### src/rtl/cnn_mem_arbiter.sv
// cnn_mem_arbiter
// Shares the single-ported 256x16 cnn_mem RAM between the HPS Avalon-MM host
// path and the CNN compute engine. One command is in flight at a time; the
// FSM walks IDLE -> ISSUE -> (CAPTURE ->) RESP and absorbs the RAM's one-cycle
// registered read latency before handing data back to the winner.
//
// Optional feature: define CNN_ARB_HOST_PRIORITY_EN for fixed host priority
// (host wins every tie, engine may starve). Default build is round-robin.
//
// Ports:
//   clk, reset                     clock, asynchronous active-high reset
//   h_chipselect/h_read/h_write    host Avalon-MM command (read+write = write)
//   h_address, h_writedata         host word address / write data
//   h_readdata, h_waitrequest      host read data / stall (combinational)
//   e_req, e_we, e_addr, e_wdata   engine level request and command
//   e_gnt, e_rvalid, e_rdata       engine accept pulse, read-data pulse/data
//   m_chipselect/m_read/m_write    RAM strobes (only high in ISSUE)
//   m_address, m_writedata         RAM address (zero-extended) / write data
//   m_val_out                      RAM registered read data
//   dbg_state                      current FSM state (0 IDLE, 1 ISSUE,
//                                  2 CAPTURE, 3 RESP)
//
// Handshake: the engine holds e_req and its command until the cycle e_gnt is
// high; the host holds its command until h_waitrequest is low. Both may
// present a new command in the following cycle.
module cnn_mem_arbiter #(
    parameter int ADDR_W = 8,
    parameter int DATA_W = 16
) (
    input  logic              clk,
    input  logic              reset,
    input  logic              h_chipselect,
    input  logic              h_read,
    input  logic              h_write,
    input  logic [ADDR_W-1:0] h_address,
    input  logic [DATA_W-1:0] h_writedata,
    output logic [DATA_W-1:0] h_readdata,
    output logic              h_waitrequest,
    input  logic              e_req,
    input  logic              e_we,
    input  logic [ADDR_W-1:0] e_addr,
    input  logic [DATA_W-1:0] e_wdata,
    output logic              e_gnt,
    output logic              e_rvalid,
    output logic [DATA_W-1:0] e_rdata,
    output logic              m_chipselect,
    output logic              m_read,
    output logic              m_write,
    output logic [15:0]       m_address,
    output logic [DATA_W-1:0] m_writedata,
    input  logic [DATA_W-1:0] m_val_out,
    output logic [1:0]        dbg_state
);

    typedef enum logic [1:0] {
        S_IDLE    = 2'd0,
        S_ISSUE   = 2'd1,
        S_CAPTURE = 2'd2,
        S_RESP    = 2'd3
    } state_t;

    localparam logic WIN_HOST = 1'b0;
    localparam logic WIN_ENG  = 1'b1;

    state_t            state_q, state_d;
    logic              winner_q, winner_d;
    logic              last_winner_q, last_winner_d;
    logic              cmd_we_q, cmd_we_d;
    logic              m_chipselect_q, m_chipselect_d;
    logic              m_read_q, m_read_d;
    logic              m_write_q, m_write_d;
    logic [15:0]       m_address_q, m_address_d;
    logic [DATA_W-1:0] m_writedata_q, m_writedata_d;
    logic              e_gnt_q, e_gnt_d;
    logic              e_rvalid_q, e_rvalid_d;
    logic [DATA_W-1:0] e_rdata_q, e_rdata_d;
    logic [DATA_W-1:0] h_readdata_q, h_readdata_d;

    logic hreq;
    logic host_wins;

    assign hreq = h_chipselect & (h_read | h_write);

    always_comb begin
        if (hreq && e_req) begin
`ifdef CNN_ARB_HOST_PRIORITY_EN
            host_wins = 1'b1;
`else
            // Tie goes to whoever did not win last time.
            host_wins = (last_winner_q == WIN_ENG);
`endif
        end else begin
            host_wins = hreq;
        end
    end

    always_comb begin
        state_d        = state_q;
        winner_d       = winner_q;
        last_winner_d  = last_winner_q;
        cmd_we_d       = cmd_we_q;
        m_chipselect_d = 1'b0;
        m_read_d       = 1'b0;
        m_write_d      = 1'b0;
        m_address_d    = '0;
        m_writedata_d  = '0;
        e_gnt_d        = 1'b0;
        e_rvalid_d     = 1'b0;
        e_rdata_d      = e_rdata_q;
        h_readdata_d   = h_readdata_q;

        case (state_q)
            S_IDLE: begin
                if (hreq || e_req) begin
                    // The RAM strobes are loaded here so they appear
                    // registered during ISSUE.
                    winner_d       = host_wins ? WIN_HOST : WIN_ENG;
                    last_winner_d  = winner_d;
                    cmd_we_d       = host_wins ? h_write : e_we;
                    m_chipselect_d = 1'b1;
                    m_write_d      = cmd_we_d;
                    m_read_d       = ~cmd_we_d;
                    m_address_d    = 16'(host_wins ? h_address : e_addr);
                    m_writedata_d  = host_wins ? h_writedata : e_wdata;
                    e_gnt_d        = ~host_wins;
                    state_d        = S_ISSUE;
                end
            end
            S_ISSUE: begin
                state_d = cmd_we_q ? S_RESP : S_CAPTURE;
            end
            S_CAPTURE: begin
                // m_val_out now holds the word addressed during ISSUE.
                if (winner_q == WIN_HOST) begin
                    h_readdata_d = m_val_out;
                end else begin
                    e_rdata_d  = m_val_out;
                    e_rvalid_d = 1'b1;
                end
                state_d = S_RESP;
            end
            S_RESP: begin
                state_d = S_IDLE;
            end
            default: begin
                state_d = S_IDLE;
            end
        endcase
    end

    always_ff @(posedge clk or posedge reset) begin
        if (reset) begin
            state_q        <= S_IDLE;
            winner_q       <= WIN_HOST;
            last_winner_q  <= WIN_ENG;
            cmd_we_q       <= 1'b0;
            m_chipselect_q <= 1'b0;
            m_read_q       <= 1'b0;
            m_write_q      <= 1'b0;
            m_address_q    <= '0;
            m_writedata_q  <= '0;
            e_gnt_q        <= 1'b0;
            e_rvalid_q     <= 1'b0;
            e_rdata_q      <= '0;
            h_readdata_q   <= '0;
        end else begin
            state_q        <= state_d;
            winner_q       <= winner_d;
            last_winner_q  <= last_winner_d;
            cmd_we_q       <= cmd_we_d;
            m_chipselect_q <= m_chipselect_d;
            m_read_q       <= m_read_d;
            m_write_q      <= m_write_d;
            m_address_q    <= m_address_d;
            m_writedata_q  <= m_writedata_d;
            e_gnt_q        <= e_gnt_d;
            e_rvalid_q     <= e_rvalid_d;
            e_rdata_q      <= e_rdata_d;
            h_readdata_q   <= h_readdata_d;
        end
    end

    // Only the host stall is combinational: it must be high in the very cycle
    // a request appears, including while reset is asserted.
    assign h_waitrequest = hreq & ~((state_q == S_RESP) && (winner_q == WIN_HOST));

    assign m_chipselect = m_chipselect_q;
    assign m_read       = m_read_q;
    assign m_write      = m_write_q;
    assign m_address    = m_address_q;
    assign m_writedata  = m_writedata_q;
    assign e_gnt        = e_gnt_q;
    assign e_rvalid     = e_rvalid_q;
    assign e_rdata      = e_rdata_q;
    assign h_readdata   = h_readdata_q;
    assign dbg_state    = state_q;

endmodule

### config.mk
export PLATFORM = sky130hd
export DESIGN_NAME = cnn_mem_arbiter
export DESIGN_NICKNAME = d
export VERILOG_FILES = /design/src/rtl/cnn_mem_arbiter.sv
export SDC_FILE = /design/constraint.sdc
export NUM_CORES = 1
export LEC_CHECK = 0
export CORE_UTILIZATION = 35
export CTS_CLUSTER_DIAMETER = 80
export DETAILED_ROUTE_END_ITERATION = 8
export HOLD_SLACK_MARGIN = 0.03
export PLACE_DENSITY = 0.82
export SLEW_MARGIN = 5
export SYNTH_ARGS = -nofsm -noshare
export SYNTH_HDL_FRONTEND = slang
export SYNTH_SLANG_ARGS = --single-unit
### constraint.sdc
create_clock -name clk -period 2.6 [get_ports clk]
set_clock_uncertainty 0.1 [all_clocks]
set_input_delay 0.39 -clock clk [delete_from_list [all_inputs] [get_ports clk]]
set_output_delay 0.39 -clock clk [all_outputs]
set_load 0.005 [all_outputs]
# Yosys cells after proc, flatten, opt, wreduce, memory -nomap -nowiden

Cells that the tools add are included.

Muxes and demuxes: 22
Reductions and logical operators: 7
Equality and inequality tests: 4
Bitwise logic cells: 7

Operators by type and width:

| kind                                                                   | count |
|---|---|
| 16-bit 2-to-1 mux                                                      | 3 |
| 8-bit 2-to-1 mux                                                       | 3 |
| 1-bit 2-to-1 mux                                                       | 14 |
| 2-bit one-hot mux with 4 select lines                                  | 1 |
| 2-bit AND reduction                                                    | 3 |
| 2-bit equality test (second input constant)                            | 2 |
| 1-bit NOT                                                              | 4 |
| 1-bit bitwise AND                                                      | 2 |
| 2-bit by 1-bit equality test with 1-bit output (second input constant) | 1 |
| 1-bit logical AND                                                      | 2 |
| 2-bit logical NOT                                                      | 1 |
| 2-bit 2-to-1 mux                                                       | 1 |
| 2-bit inequality test (second input constant)                          | 1 |
| 1-bit logical OR                                                       | 1 |
| 1-bit bitwise OR                                                       | 1 |

Register bits after elaboration: 74
Bits of input ports: 71
Logic and storage cells: 53
Output and inout port bits: 72

# Logic depth before layout (Yosys ltp)

Depth in word-level cells: 8
Gate-level depth with buffers: 6
Mapped depth without buffers: 5

# Worst setup path before layout

OpenSTA, ideal clock, no wires.

Path kind: register to register
Start point: register state_q[0], in the netlist dbg_state[0]
End point: register cmd_we_q
Arrival time: 1.467 ns
Slack: 0.912 ns
Data required time: 2.379 ns
Stages on the path, launching flop included: 6
Clock period less this slack: 1.688 ns
Path buffers: 0
Library setup time: 0.121 ns
Cells stage by stage: dfrtp_1 > inv_1 > ha_1 > nand2_2 > or4b_4 > o221a_4

Cells in the longest elaborated chain, start to end: 2

Ends and longest elaborated chain:

| what                                 | RTL line | source |
|---|---|---|
| from (decl)                          | 65       | `state_t state_q, state_d;` |
| from (signal assigned)               | 167      | `state_q <= state_d;` |
| 2-bit logical NOT                    | 112      | `case (state_q)` |
| 2-bit AND reduction (no source line) | n/a      |  |
| to (signal assigned)                 | 170      | `cmd_we_q <= cmd_we_d;` |
| to (decl)                            | 68       | `logic cmd_we_q, cmd_we_d;` |

Every way passes these cells.
A chain may end at the register's enable or synchronous reset.

# Worst setup path after layout

Start point: input port h_write
End point: output port h_waitrequest

Cells in the longest elaborated chain, start to end: 3

Ends and longest elaborated chain:

| what              | RTL line | source |
|---|---|---|
| from (decl)       | 34       | `input logic h_write,` |
| 1-bit bitwise OR  | 82       | `assign hreq = h_chipselect & (h_read \| h_write);` |
| 1-bit bitwise AND | 82       |  |
| 1-bit bitwise AND | 185      | `assign h_waitrequest = hreq & ~((state_q == S_RESP) && (winner_q == WIN_HOST));` |
| to (decl)         | 38       | `output logic h_waitrequest,` |

Every way passes these cells.

==> results.json <==
{
  "synth-compound-area-share": 0.114,
  "dp.cells": 408,
  "synthAdderAreaFrac": 0.0190,
  "finalHoldViolCount": 0,
  "synthXorXnorAreaFrac": 0,
  "tightest_slew_ns": 0.585,
  "grt_overflow": 0,
  "maxCapViolations": 0,
  "via_per_inst": 4.57,
  "path_class": "in2out",
  "critical_path.max_stage_delay_ns": 0.54,
  "cp.arrival_ns": 1.92,
  "hold_slack_ns": 0.348,
  "area_delta_synth_final_pct": 60.3,
  "synth_top_family_by_area": "multiplexers",
  "numPortBuffers": 134,
  "design_area_mm2": 0.00423,
  "crit_path_end_kind": "output pin",
  "placed_cell_area_mm2": 0.00406,
  "cp-endpoint": "h_waitrequest",
  "powerDensity_mw_per_mm2": 963,
  "cts_max_level": 3,
  "rsz0062_at_grt": "no",
  "wire_per_inst_um": 13.9,
  "synth-simple-area-share": 0.0408,
  "cts_setup_buffers": 0,
  "first_iter_violations": 17,
  "peakVddDrop_mv": 0.325,
  "dr_total_vias": 1934,
  "crit_top_cell": "clkdlybuf4s50_1",
  "num_rows": 31,
  "dp_hpwl_um": 4480,
  "post-route-min-period_ns": 2.41,
  "nFillCells": 626,
  "gp_congestion": 0.743,
  "clock-root-buffer": "clkbuf_8",
  "power_mw": 4.08,
  "cp_cell_sequence": "clkdlybuf4s50_1 -> o21a_1 -> a21boi_0 -> clkdlybuf4s50_1",
  "hold_class": "in2async",
  "die_w_um": 88.9,
  "worst_path_max_delay_cell": "clkdlybuf4s50_1",
  "grt_use_total": 0.158,
  "cts_inserted_buffers": 9,
  "cts_sinks": 66,
  "slew_violations": 0,
  "final_core_util": 0.584,
  "clk_latency_ns": 0.32,
  "power_leakage_nw": 1.84,
  "synth_mux_area_frac": 0.141,
  "cp_max_fo": 5,
  "drc": 0,
  "ys_top_cells_by_area": "dfrtp_1, mux2_1, a22o_1, mux2_2, buf_4",
  "cts-resized-gates": 0,
  "final_cell_mix": "clkdlybuf4s50_1, dfrtp_1, a22o_1",
  "cts_tree": "built",
  "worstPathRequired_ns": 2.11,
  "holdBufCountCts": 0,
  "clk_pin_slew_ns": 0.06,
  "setup_slack_ns": 0.189,
  "multiInputGateArea_um2": 863,
  "synth_top_area_cell": "dfrtp_1",
  "dp_worst_setup_slack_ns": 0.171,
  "instances_no_fill": 423,
  "synth_cell_types": 30,
  "clockBufferDepth": 2,
  "finalSetupTns_ns": 0,
  "final_common_cell": "clkdlybuf4s50_1",
  "r2r_cells": 5,
  "ys_seq_area_frac": 0.626,
  "fp.dieArea_mm2": 0.00789,
  "core_area_mm2": 0.00725,
  "finalCritPeriodShare": 0.927,
  "avgSynthCellArea_um2": 14.8,
  "antenna_left": 0,
  "antenna_found_initial": 0,
  "fp.dieH_um": 88.9,
  "path_depth": 4,
  "netlist_area_mm2": 0.00264,
  "worstReg2RegEnd": "cmd_we_q",
  "crit-reg2reg-launch": "dbg_state[0]",
  "crit_path_start_kind": "input pin",
  "yosysWarnings": 0,
  "netlist.area_leader.share": 0.616,
  "grt_pass1_wl_um": 9120,
  "drive_gt1_frac": 0.139,
  "grt_max_degree": 41,
  "synth-seq-cells": 66,
  "start_util": 0.364,
  "critPathTopFamily": "buffers and inverters",
  "crit_buf_inv": 2,
  "ioPinCount": 143,
  "maxSlewHeadroom": 0.609,
  "dr.pass1.iters": 4,
  "synthesis.instances": 178,
  "seqCellArea_mm2": 0.00165,
  "final-setup-viol-count": 0,
  "r2r_slack_ns": 0.81,
  "clock.fmax_mhz": 415,
  "diodes": 0,
  "outcome": "finished clean",
  "grt_pass1_vias": 1979,
  "startpoint": "h_write",
  "fin_nets": 395,
  "wl_um": 5890
}
-- cells in the mapped netlist (all sizes together) --
| cell | instances |
|---|---|
| dfstp | 1 |
| nor3b | 1 |
| o21a | 1 |
| ha | 4 |
| a21boi | 2 |
| o21ai | 4 |
| nor2b | 2 |
| buf | 15 |
| nand3 | 4 |
| o221a | 1 |
| conb | 1 |
| a22o | 23 |
| or4b | 1 |
| o211ai | 1 |
| dfrtp | 65 |
| o22ai | 1 |
| a21oi | 4 |
| nor3 | 1 |
| or2b | 1 |
| nor2 | 1 |
| mux2 | 33 |
| nand2 | 3 |
| inv | 8 |
-- worst min-delay path by stage --
stage,slack [ns],endpoint,depth (start not counted)
floorplan,0.37,last_winner_q,2
global placement,0.37,h_readdata[1],1
CTS,0.36,e_rdata[3],2
detailed placement,0.37,h_readdata[9],1
global route,0.39,e_rdata[3],2
finish,0.35,e_rdata[3],2
-- final cells by class --
cell class,instances,area share
clock inverters,2,0.00296
multi-input cells,96,0.204
flip-flops and latches,66,0.390
clock buffers,13,0.0375
repair buffers,139,0.329
well taps,99,0.0293
inverters,8,0.00709
-- cell families (layout without fill, tap and decap cells) --
family                   after synthesis  count (layout)
other                                  1               8
adder cells (fa/ha/maj)                4               4
flip-flops                            66              66
buffers and inverters                 23             162
AND/OR/NAND/NOR                       14              14
AO/OA/AOI/OAI                         37              37
multiplexers                          33              33
-- sequential cells by signal, indices dropped and copies added (netlist names) --
signal	flops
m_writedata	16
winner_q	1
h_readdata	16
m_write	1
e_gnt	1
e_rvalid	1
cmd_we_q	1
m_chipselect	1
e_rdata	16
m_address	8
m_read	1
dbg_state	2
last_winner_q	1
-- routing by layer --
| layer | track usage | up-vias | part of all wire |
|---|---|---|---|
| met4 | 0.0836 | 0 | 0.016 |
| li1 | - | 904 | - |
| met1 | 0.171 | 928 | 0.38 |
| met3 | 0.0606 | 7 | 0.10 |
| met2 | 0.267 | 95 | 0.50 |
| met5 | 0 | - | 0 |
-- power by group --
part           switching (mW)  internal (mW)  leakage (nW)
combinational           0.579           1.13         0.925
sequential              0.190           1.44         0.825
clock                   0.344          0.392        0.0855
No activity file was read; power rests on OpenSTA's default activity.
